### src/rtl/circuito_exp5_pkg.sv
// Shared definitions for the circuito_exp5 memory game:
// FSM state codes and the fixed 16-entry play sequence.
package circuito_exp5_pkg;

  // State codes double as the value shown on the state display
  typedef enum logic [3:0] {
    INICIAL     = 4'h0,
    PREPARACAO  = 4'h1,
    ESPERA      = 4'h2,
    REGISTRA    = 4'h4,
    COMPARACAO  = 4'h5,
    PROXIMA     = 4'h6,
    FIM_ACERTOU = 4'hA,
    FIM_ERROU   = 4'hE
  } estado_t;

  localparam logic [3:0] ULTIMO_END = 4'hF;

  // Nibble i holds the expected play at address i
  localparam logic [63:0] ROM_SEQ = 64'h4188_4422_1124_8421;

  // Combinational ROM read
  function automatic logic [3:0] rom_ler(input logic [3:0] addr);
    return ROM_SEQ[{addr, 2'b00} +: 4];
  endfunction

endpackage

### src/rtl/circuito_exp5_hexa7seg.sv
// Hex digit to active-low 7-segment decoder.
// Output bit order is {g,f,e,d,c,b,a}.
module hexa7seg (
  input  logic [3:0] hexa,
  output logic [6:0] sseg
);

  // Digit lookup; anything unexpected blanks the display
  always_comb begin
    sseg = 7'h7F;
    case (hexa)
      4'h0: sseg = 7'h40;
      4'h1: sseg = 7'h79;
      4'h2: sseg = 7'h24;
      4'h3: sseg = 7'h30;
      4'h4: sseg = 7'h19;
      4'h5: sseg = 7'h12;
      4'h6: sseg = 7'h02;
      4'h7: sseg = 7'h78;
      4'h8: sseg = 7'h00;
      4'h9: sseg = 7'h10;
      4'hA: sseg = 7'h08;
      4'hB: sseg = 7'h03;
      4'hC: sseg = 7'h46;
      4'hD: sseg = 7'h21;
      4'hE: sseg = 7'h06;
      4'hF: sseg = 7'h0E;
      default: sseg = 7'h7F;
    endcase
  end

endmodule

### src/rtl/circuito_exp5.sv
// 16-play memory game: ROM, address counter, play register,
// comparator, play edge detector and Moore control FSM.
module circuito_exp5
  import circuito_exp5_pkg::*;
(
  input  logic       clock,
  input  logic       reset,
  input  logic       iniciar,
  input  logic [3:0] chaves,
  output logic       acertou,
  output logic       errou,
  output logic       pronto,
  output logic [3:0] leds,
  output logic       db_igual,
  output logic [6:0] db_contagem,
  output logic [6:0] db_memoria,
  output logic [6:0] db_estado,
  output logic [6:0] db_jogadafeita,
  output logic       db_clock,
  output logic       db_iniciar,
  output logic       db_tem_jogada
);

  estado_t    estado_q, estado_d;
  logic [3:0] contagem_q, contagem_d;
  logic [3:0] jogada_q, jogada_d;
  logic       hist_q, hist_d;
  logic       acertou_q, acertou_d;
  logic       errou_q, errou_d;
  logic       pronto_q, pronto_d;

  logic       jogada;
  logic       tem_jogada;
  logic [3:0] memoria;
  logic       igual;
  logic       fim_c;

  // Datapath combinational signals
  always_comb begin
    jogada     = |chaves;
    tem_jogada = jogada & ~hist_q;
    memoria    = rom_ler(contagem_q);
    igual      = (jogada_q == memoria);
    fim_c      = (contagem_q == ULTIMO_END);
  end

  // Next state, datapath control and Moore outputs
  always_comb begin
    estado_d   = estado_q;
    contagem_d = contagem_q;
    jogada_d   = jogada_q;
    hist_d     = jogada;
    case (estado_q)
      INICIAL: begin
        if (iniciar) estado_d = PREPARACAO;
      end
      PREPARACAO: begin
        contagem_d = 4'h0;
        jogada_d   = 4'h0;
        estado_d   = ESPERA;
      end
      ESPERA: begin
        if (tem_jogada) estado_d = REGISTRA;
      end
      REGISTRA: begin
        jogada_d = chaves;
        estado_d = COMPARACAO;
      end
      COMPARACAO: begin
        if (!igual)     estado_d = FIM_ERROU;
        else if (fim_c) estado_d = FIM_ACERTOU;
        else            estado_d = PROXIMA;
      end
      PROXIMA: begin
        contagem_d = contagem_q + 4'h1;
        estado_d   = ESPERA;
      end
      FIM_ACERTOU, FIM_ERROU: begin
        if (iniciar) estado_d = PREPARACAO;
      end
      default: estado_d = INICIAL;
    endcase
    acertou_d = (estado_d == FIM_ACERTOU);
    errou_d   = (estado_d == FIM_ERROU);
    pronto_d  = acertou_d | errou_d;
  end

  // All state, with synchronous reset to the idle game
  always_ff @(posedge clock) begin
    if (reset) begin
      estado_q   <= INICIAL;
      contagem_q <= 4'h0;
      jogada_q   <= 4'h0;
      hist_q     <= 1'b0;
      acertou_q  <= 1'b0;
      errou_q    <= 1'b0;
      pronto_q   <= 1'b0;
    end else begin
      estado_q   <= estado_d;
      contagem_q <= contagem_d;
      jogada_q   <= jogada_d;
      hist_q     <= hist_d;
      acertou_q  <= acertou_d;
      errou_q    <= errou_d;
      pronto_q   <= pronto_d;
    end
  end

  assign acertou       = acertou_q;
  assign errou         = errou_q;
  assign pronto        = pronto_q;
  assign leds          = chaves;
  assign db_igual      = igual;
  assign db_clock      = clock;
  assign db_iniciar    = iniciar;
  assign db_tem_jogada = tem_jogada;

  hexa7seg u_hex_cont (
    .hexa (contagem_q),
    .sseg (db_contagem)
  );

  hexa7seg u_hex_mem (
    .hexa (memoria),
    .sseg (db_memoria)
  );

  hexa7seg u_hex_est (
    .hexa (estado_q),
    .sseg (db_estado)
  );

  hexa7seg u_hex_jog (
    .hexa (jogada_q),
    .sseg (db_jogadafeita)
  );

endmodule

### config.mk
export PLATFORM = sky130hd
export DESIGN_NAME = circuito_exp5
export DESIGN_NICKNAME = d
export VERILOG_FILES = /design/src/rtl/circuito_exp5_pkg.sv /design/src/rtl/circuito_exp5_hexa7seg.sv /design/src/rtl/circuito_exp5.sv
export SDC_FILE = /design/constraint.sdc
export NUM_CORES = 1
export LEC_CHECK = 0
export CORE_MARGIN = 3
export CORE_UTILIZATION = 57
export CTS_CLUSTER_SIZE = 24
export DETAILED_ROUTE_END_ITERATION = 6
export DONT_BUFFER_PORTS = 1
export GPL_ROUTABILITY_DRIVEN = 0
export PLACE_DENSITY = 0.75
export SETUP_SLACK_MARGIN = 0.2
export SYNTH_ARGS = -nofsm -noshare
export SYNTH_HDL_FRONTEND = slang
export SYNTH_SLANG_ARGS = --single-unit
### constraint.sdc
create_clock -name clock -period 2.3 [get_ports clock]
set_input_delay 0.115 -clock clock [delete_from_list [all_inputs] [get_ports clock]]
set_output_delay 0.115 -clock clock [all_outputs]
set_load 0.03 [all_outputs]
* Word level (Yosys, flattened, before mapping)
Memory sizes are Yosys's and may differ from the RTL's. A register that Yosys moved wholly into a read port is not among the register bits.
Index checks and enable logic that the tools add are counted.
** Storage, ports and cells
- Memories :: 4
- Memory bits (read-only) :: 448
- Logic and storage cells :: 45
- Bits of input ports :: 7
- Flip-flop bits (word level) :: 16
- Output and inout port bits :: 39
** Memory list
- (name not given) :: depth 16, bits a word 7, read ports 1, clocked after Yosys merged registers in 1, write ports 0, line circuito_exp5_hexa7seg.sv:11 : case (hexa)
- (name not given) :: depth 16, bits a word 7, read ports 1, clocked after Yosys merged registers in 1, write ports 0, line circuito_exp5_hexa7seg.sv:11
- (name not given) :: depth 16, bits a word 7, read ports 1, clocked after Yosys merged registers in 1, write ports 0, line circuito_exp5_hexa7seg.sv:11
- (name not given) :: depth 16, bits a word 7, read ports 1, clocked after Yosys merged registers in 0, write ports 0, line circuito_exp5_hexa7seg.sv:11
** Cells by class
- Eq/ne operators :: 11
- Mux-type cells :: 12
- Shifts and indexed selects :: 1
- Add/sub/neg operators :: 1
- Bitwise operators :: 3
- Reduce and logical (&&, ||, !) cells :: 6
** Operator list (count)
- $shiftx 64x7->4 const A :: 1
- $mux 4 :: 9
- $eq 4x4->1 const B :: 5
- $pmux 4 s5 :: 1
- $pmux 4 s2 :: 2
- $eq 4x3->1 const B :: 3
- $add 4x1->4 const B :: 1
- $eq 4x1->1 const B :: 1
- $eq 4x2->1 const B :: 1
- $eq 4x4->1 :: 1
- $logic_not 4->1 :: 1
- $reduce_bool 2->1 :: 2
- $reduce_or 4->1 :: 1
- $reduce_or 3->1 :: 1
- $reduce_or 2->1 :: 1
- $and 1x1->1 :: 1
- $not 1->1 :: 1
- $or 1x1->1 :: 1

* Longest topological paths before layout
- Depth after elaboration :: 6
- Mapped depth :: 12
- Mapped depth without buffers :: 11

* Modules after synthesis
Synthesis repeated with hierarchy kept, for this count alone.
** Second synthesis, totals
- Cells, all modules :: 253
- Area total of the unflattened synthesis :: 2139.6 µm²
** By module, submodules not included
- hexa7seg :: seq. area each 0.0 µm², instances 4, area an instance 275.3 µm², cells an instance 32
- circuito_exp5 :: seq. area each 320.3 µm², instances 1, area an instance 1038.5 µm², cells an instance 125

==> out/results.txt <==
Routed length per instance: 19.3 µm. Required time of the critical path: 2.48 ns. The run gives 2253 as the via count of the first global-routing pass. The run finished, with violations left.

In the post-synthesis netlist, the biggest area contributors are sky130_fd_sc_hd__dfxtp_1, sky130_fd_sc_hd__ha_1, sky130_fd_sc_hd__mux2i_1. For the worst setup timing slack at the placement stage, the log shows -0.0612 ns. The run gives 4180 µm as the HPWL reported at the end of detailed placement.

The part of the cycle the worst path needs was 108%. The tree is rooted in a sky130_fd_sc_hd__clkbuf_8. Of the total synthesized cell area, the portion taken by XOR and XNOR cells is 1.99%. In this run the count of I/O pins placed on the die edge is 46.

For the worst flop-to-flop path, the logic depth is 9. The clock drives 37 sinks. The largest net degree at the start of global routing is 21. TritonCTS built the clock tree. Across the run, the number of max-cap violations was 0. For the total track usage, the log shows 24.7%. STA classifies the critical path endpoint as a register.

For this run, global-route usage on met2 was measured as 41.8%. The run gives 5 as the number of buffers inserted during clock tree synthesis. The core area is 4170 µm², and the proportion of netlist area held by the largest area contributor is 28.8%. The terminating pin of the worst hold path is u_hex_jog.sseg[5]$_DFF_P_. The synthesized design contains 0 enable-type register cells. Library cell with the largest summed area after synthesis: sky130_fd_sc_hd__dfxtp_1. For the hold violation count in the final report, the log shows 1. In this run the most critical hold path is launched from reset. The post-route netlist has 40.8% of its cells at a drive strength greater than 1. Synthesis-to-layout area growth: 41.5%. The clock tree buffer depth is 2.

In this run the static leakage power is 1.50 nW. Among all flip-flop cells after synthesis, the most frequent one is sky130_fd_sc_hd__dfxtp_1. The tools report the residual overflow from global routing as 0. For this run, the register share of the synthesized area comes to 28.8%.

The clock period minus final worst setup slack was 2.47 ns; the cell count after synthesis was 308. In the synthesized netlist the async set-or-reset flop fraction comes to 0%. The worst setup path is launched from a register.

Overall power consumption after layout is estimated at 1.61 mW. The switching part of the total power is 29.9%. Most congested layer reported by global routing: met2. At the end of the flow, the number of nets in the layout was 392.

The complex-gate fraction of the synthesized area came out at 19.4%. The via-per-instance ratio was 6.28; the internal power was 1.13 mW. Among all cell types in the netlist, the one instantiated most often is sky130_fd_sc_hd__dfxtp_1. Synthesis inferred 37 register bits. The path class of the tightest hold or removal check is input pin to register. For the DRC marker count from the first detailed-route iteration, the log shows 176. At the worst endpoint, the arrival time is 2.65 ns. The netlist area before placement was 2570 µm². The relative contribution of combinational cells to total power was 19.3%. The tools report the power share of the sequential group as 46.8%.

The repair_antennas step left the layout with diodes totalling 0. The run gives -0.173 ns as the final setup slack of the worst path. The synthesized netlist devotes 14.6% of its cell area to adder and majority cells.

Setup violations remaining at the end of the flow were counted as 15. In the routed design, unresolved DRC markers number 0. Total number of yosys warnings: 0.

The logs give 0 for the number of antenna-violating nets in the routed design and 2 for the H-tree depth. The largest fanout of any net on the critical path is 8. Wires add up to 7820 µm. The endpoint identified for the worst register-to-register timing path is u_hex_est.sseg[5]$_DFF_P_. Port buffering added 0 buffers.

The final number of max-transition violations was 0; the fraction of synthesized area in multiplexers was 6.76%. The combinational family with the most area after synthesis is simple AND/OR/NAND/NOR gates. Across the routed clock network, the largest skew measured is 0.0145 ns. For this block, the via count after detailed routing is 2543. In this run the vertical extent of the chip is 73.2 µm. For this run, the detailed router's first-pass iteration total came to 5. The run gives 0.396 mV as the maximum vdd ir drop. The simple-gate area share of the yosys netlist came out at 20.1%. The met1 demand-to-capacity share in global routing was 28.7%. The floorplan row count was 23; the first-pass GRT wire length was 10400 µm. The synthesized area per cell is 8.36 µm².

The run gives 62.6% as the worst slew margin relative to its limit. The clock reaches the later pin of the worst-skew pair after 0.30 ns. For this design the ratio of total power to cell area is 442 nW/µm². The number of different library cells used by synthesis comes to 55. The run gives 0 as the initial antenna violation count. The total die area is 5360 µm². The die width is 73.2 µm. The worst hold path passes through 2 cells.

The achievable clock frequency was 0.404 GHz; the clock transition at the registers of the reported paths was 0.08 ns. The setup path with the least slack is of type register to register. The final reports fail on hold timing, setup timing.

The worst-margin pin slew was 0.559 ns; the effective utilization at floorplan was 61.7%. Final hold slack: -0.00198 ns. The clock network accounts for 33.9% of the total power.

Setup repair after global routing could not meet its margin everywhere. The startpoint identified for the worst register-to-register timing path is contagem_q[1]$_SDFFE_PP0N_. For met3 alone, demand over resource in global routing was 7.30%. Across all register-to-register paths, the minimum setup slack is -0.17 ns.

The run gives 345 as the net count after synthesis. The commonest cells after synthesis are sky130_fd_sc_hd__dfxtp_1, sky130_fd_sc_hd__ha_1, sky130_fd_sc_hd__nor2_1, sky130_fd_sc_hd__nand2_1, sky130_fd_sc_hd__inv_1. For the switching power summed over all nets, the log shows 0.482 mW.
-- cell families (layout without fill, tap and decap cells) --
kind of cell    after synthesis  after routing
flops                        37             37
mux                          16             16
simple gates                102            102
fa+ha+maj                    30             30
xor+xnor                      5              5
compound gates               73             73
buf+inv                      45             92
-- final cells by class --
class | instances | area [µm²]
inverter | 22 | 100
fill | 198 | 531
clock inverter | 2 | 35.0
clock buffer | 5 | 68.8
multi-input combinational | 226 | 2060
timing repair buffer | 63 | 558
sequential | 37 | 753
tap | 50 | 62.6
-- power by group through the flow --
stage | combinational, mW | sequential, mW | clock [mW]
6_report | 0.310 | 0.754 | 0.545
3_5_place_dp | 0.236 | 0.767 | 0
5_1_grt | 0.333 | 0.758 | 0.566
2_1_floorplan | 0.204 | 0.755 | 0.0651
4_1_cts | 0.270 | 0.750 | 0.545
3_3_place_gp | 0.232 | 0.767 | 0
-- placed cells by master, fill, tap and decap left out, types with 4 or more instances in the layout --
cell	n
sky130_fd_sc_hd__nor2_1	20
sky130_fd_sc_hd__dfxtp_2	4
sky130_fd_sc_hd__nand2b_1	6
sky130_fd_sc_hd__dfxtp_1	31
sky130_fd_sc_hd__ha_1	14
sky130_fd_sc_hd__inv_1	14
sky130_fd_sc_hd__o21ai_1	5
sky130_fd_sc_hd__inv_2	4
sky130_fd_sc_hd__nand2_1	19
sky130_fd_sc_hd__buf_6	16
sky130_fd_sc_hd__nor3_1	5
sky130_fd_sc_hd__nor2_2	5
sky130_fd_sc_hd__xnor2_1	4
sky130_fd_sc_hd__mux2i_1	12
sky130_fd_sc_hd__o21ai_0	6
sky130_fd_sc_hd__a21oi_2	5
sky130_fd_sc_hd__clkbuf_8	5
sky130_fd_sc_hd__ha_4	13
sky130_fd_sc_hd__nor3_2	6
sky130_fd_sc_hd__dlygate4sd3_1	7
sky130_fd_sc_hd__o22ai_1	4
sky130_fd_sc_hd__buf_4	39
sky130_fd_sc_hd__nand3_1	7
sky130_fd_sc_hd__a21oi_1	14
sky130_fd_sc_hd__nor2b_1	9
-- registers in the layout, indices dropped and copies added (netlist names), 4 cells and up --
name / count
u_hex_jog.sseg: 7
estado_q: 4
u_hex_cont.sseg: 7
contagem_q: 4
u_hex_est.sseg: 7
jogada_q: 4
-- metal layers --
layer,up-vias,share of wire [%]
li1,1170,-
met1,1204,38
met2,131,51
met3,38,6.4
met4,0,4.3
met5,-,0
-- metrics by stage --
stage	utilization [%]	TNS [ns]	hold WS [ns]	std cells	instance area (µm²)
final	87.3	-1.49	-0.00198	405	3640
after global routing	87.3	-2.70	0.0123	405	3640
after CTS	80.3	-0.0715	0.00464	401	3350
after detailed placement	68.2	-0.103	0.115	373	2850
after global placement	68.2	0	0.115	373	2850
after floorplan	-	-0.203	0.247	308	2630
-- critical path: stages, from the launching register on --
cell	delay [ns]
sky130_fd_sc_hd__dfxtp_4	0.41
sky130_fd_sc_hd__inv_4	0.06
sky130_fd_sc_hd__ha_4	0.15
sky130_fd_sc_hd__mux4_2	0.50
sky130_fd_sc_hd__xnor2_2	0.19
sky130_fd_sc_hd__o211ai_2	0.16
sky130_fd_sc_hd__o31a_1	0.36
sky130_fd_sc_hd__buf_6	0.15
sky130_fd_sc_hd__o21ai_4	0.25
sky130_fd_sc_hd__o22ai_1	0.13
-- worst max-delay path by stage --
stage	start	end	cells past startpoint	slack (ns)
detailed placement	contagem_q[0]$_SDFFE_PP0N_	u_hex_est.sseg[0]$_DFF_P_	9	-0.06
finish	contagem_q[1]$_SDFFE_PP0N_	u_hex_est.sseg[5]$_DFF_P_	9	-0.17
global route	contagem_q[1]$_SDFFE_PP0N_	u_hex_est.sseg[5]$_DFF_P_	9	-0.24
global placement	contagem_q[0]$_SDFFE_PP0N_	u_hex_est.sseg[0]$_DFF_P_	9	0.02
CTS	contagem_q[0]$_SDFFE_PP0N_	u_hex_est.sseg[0]$_DFF_P_	9	-0.05
floorplan	contagem_q[1]$_SDFFE_PP0N_	u_hex_est.sseg[0]$_DFF_P_	11	-0.06
-- what timing repair did --
| action | in CTS | in global routing |
|---|---|---|
| endpoints found under the setup margin | 27 | 34 |
| hold buffers | 7 | 0 |
| resized for setup | 55 | 59 |
| cloned | 1 | 0 |
| pin swaps | 20 | 12 |
| endpoints found under the hold margin | 17 | 0 |
| buffers inserted | 13 | 4 |
No activity file was read; power rests on OpenSTA's default activity.
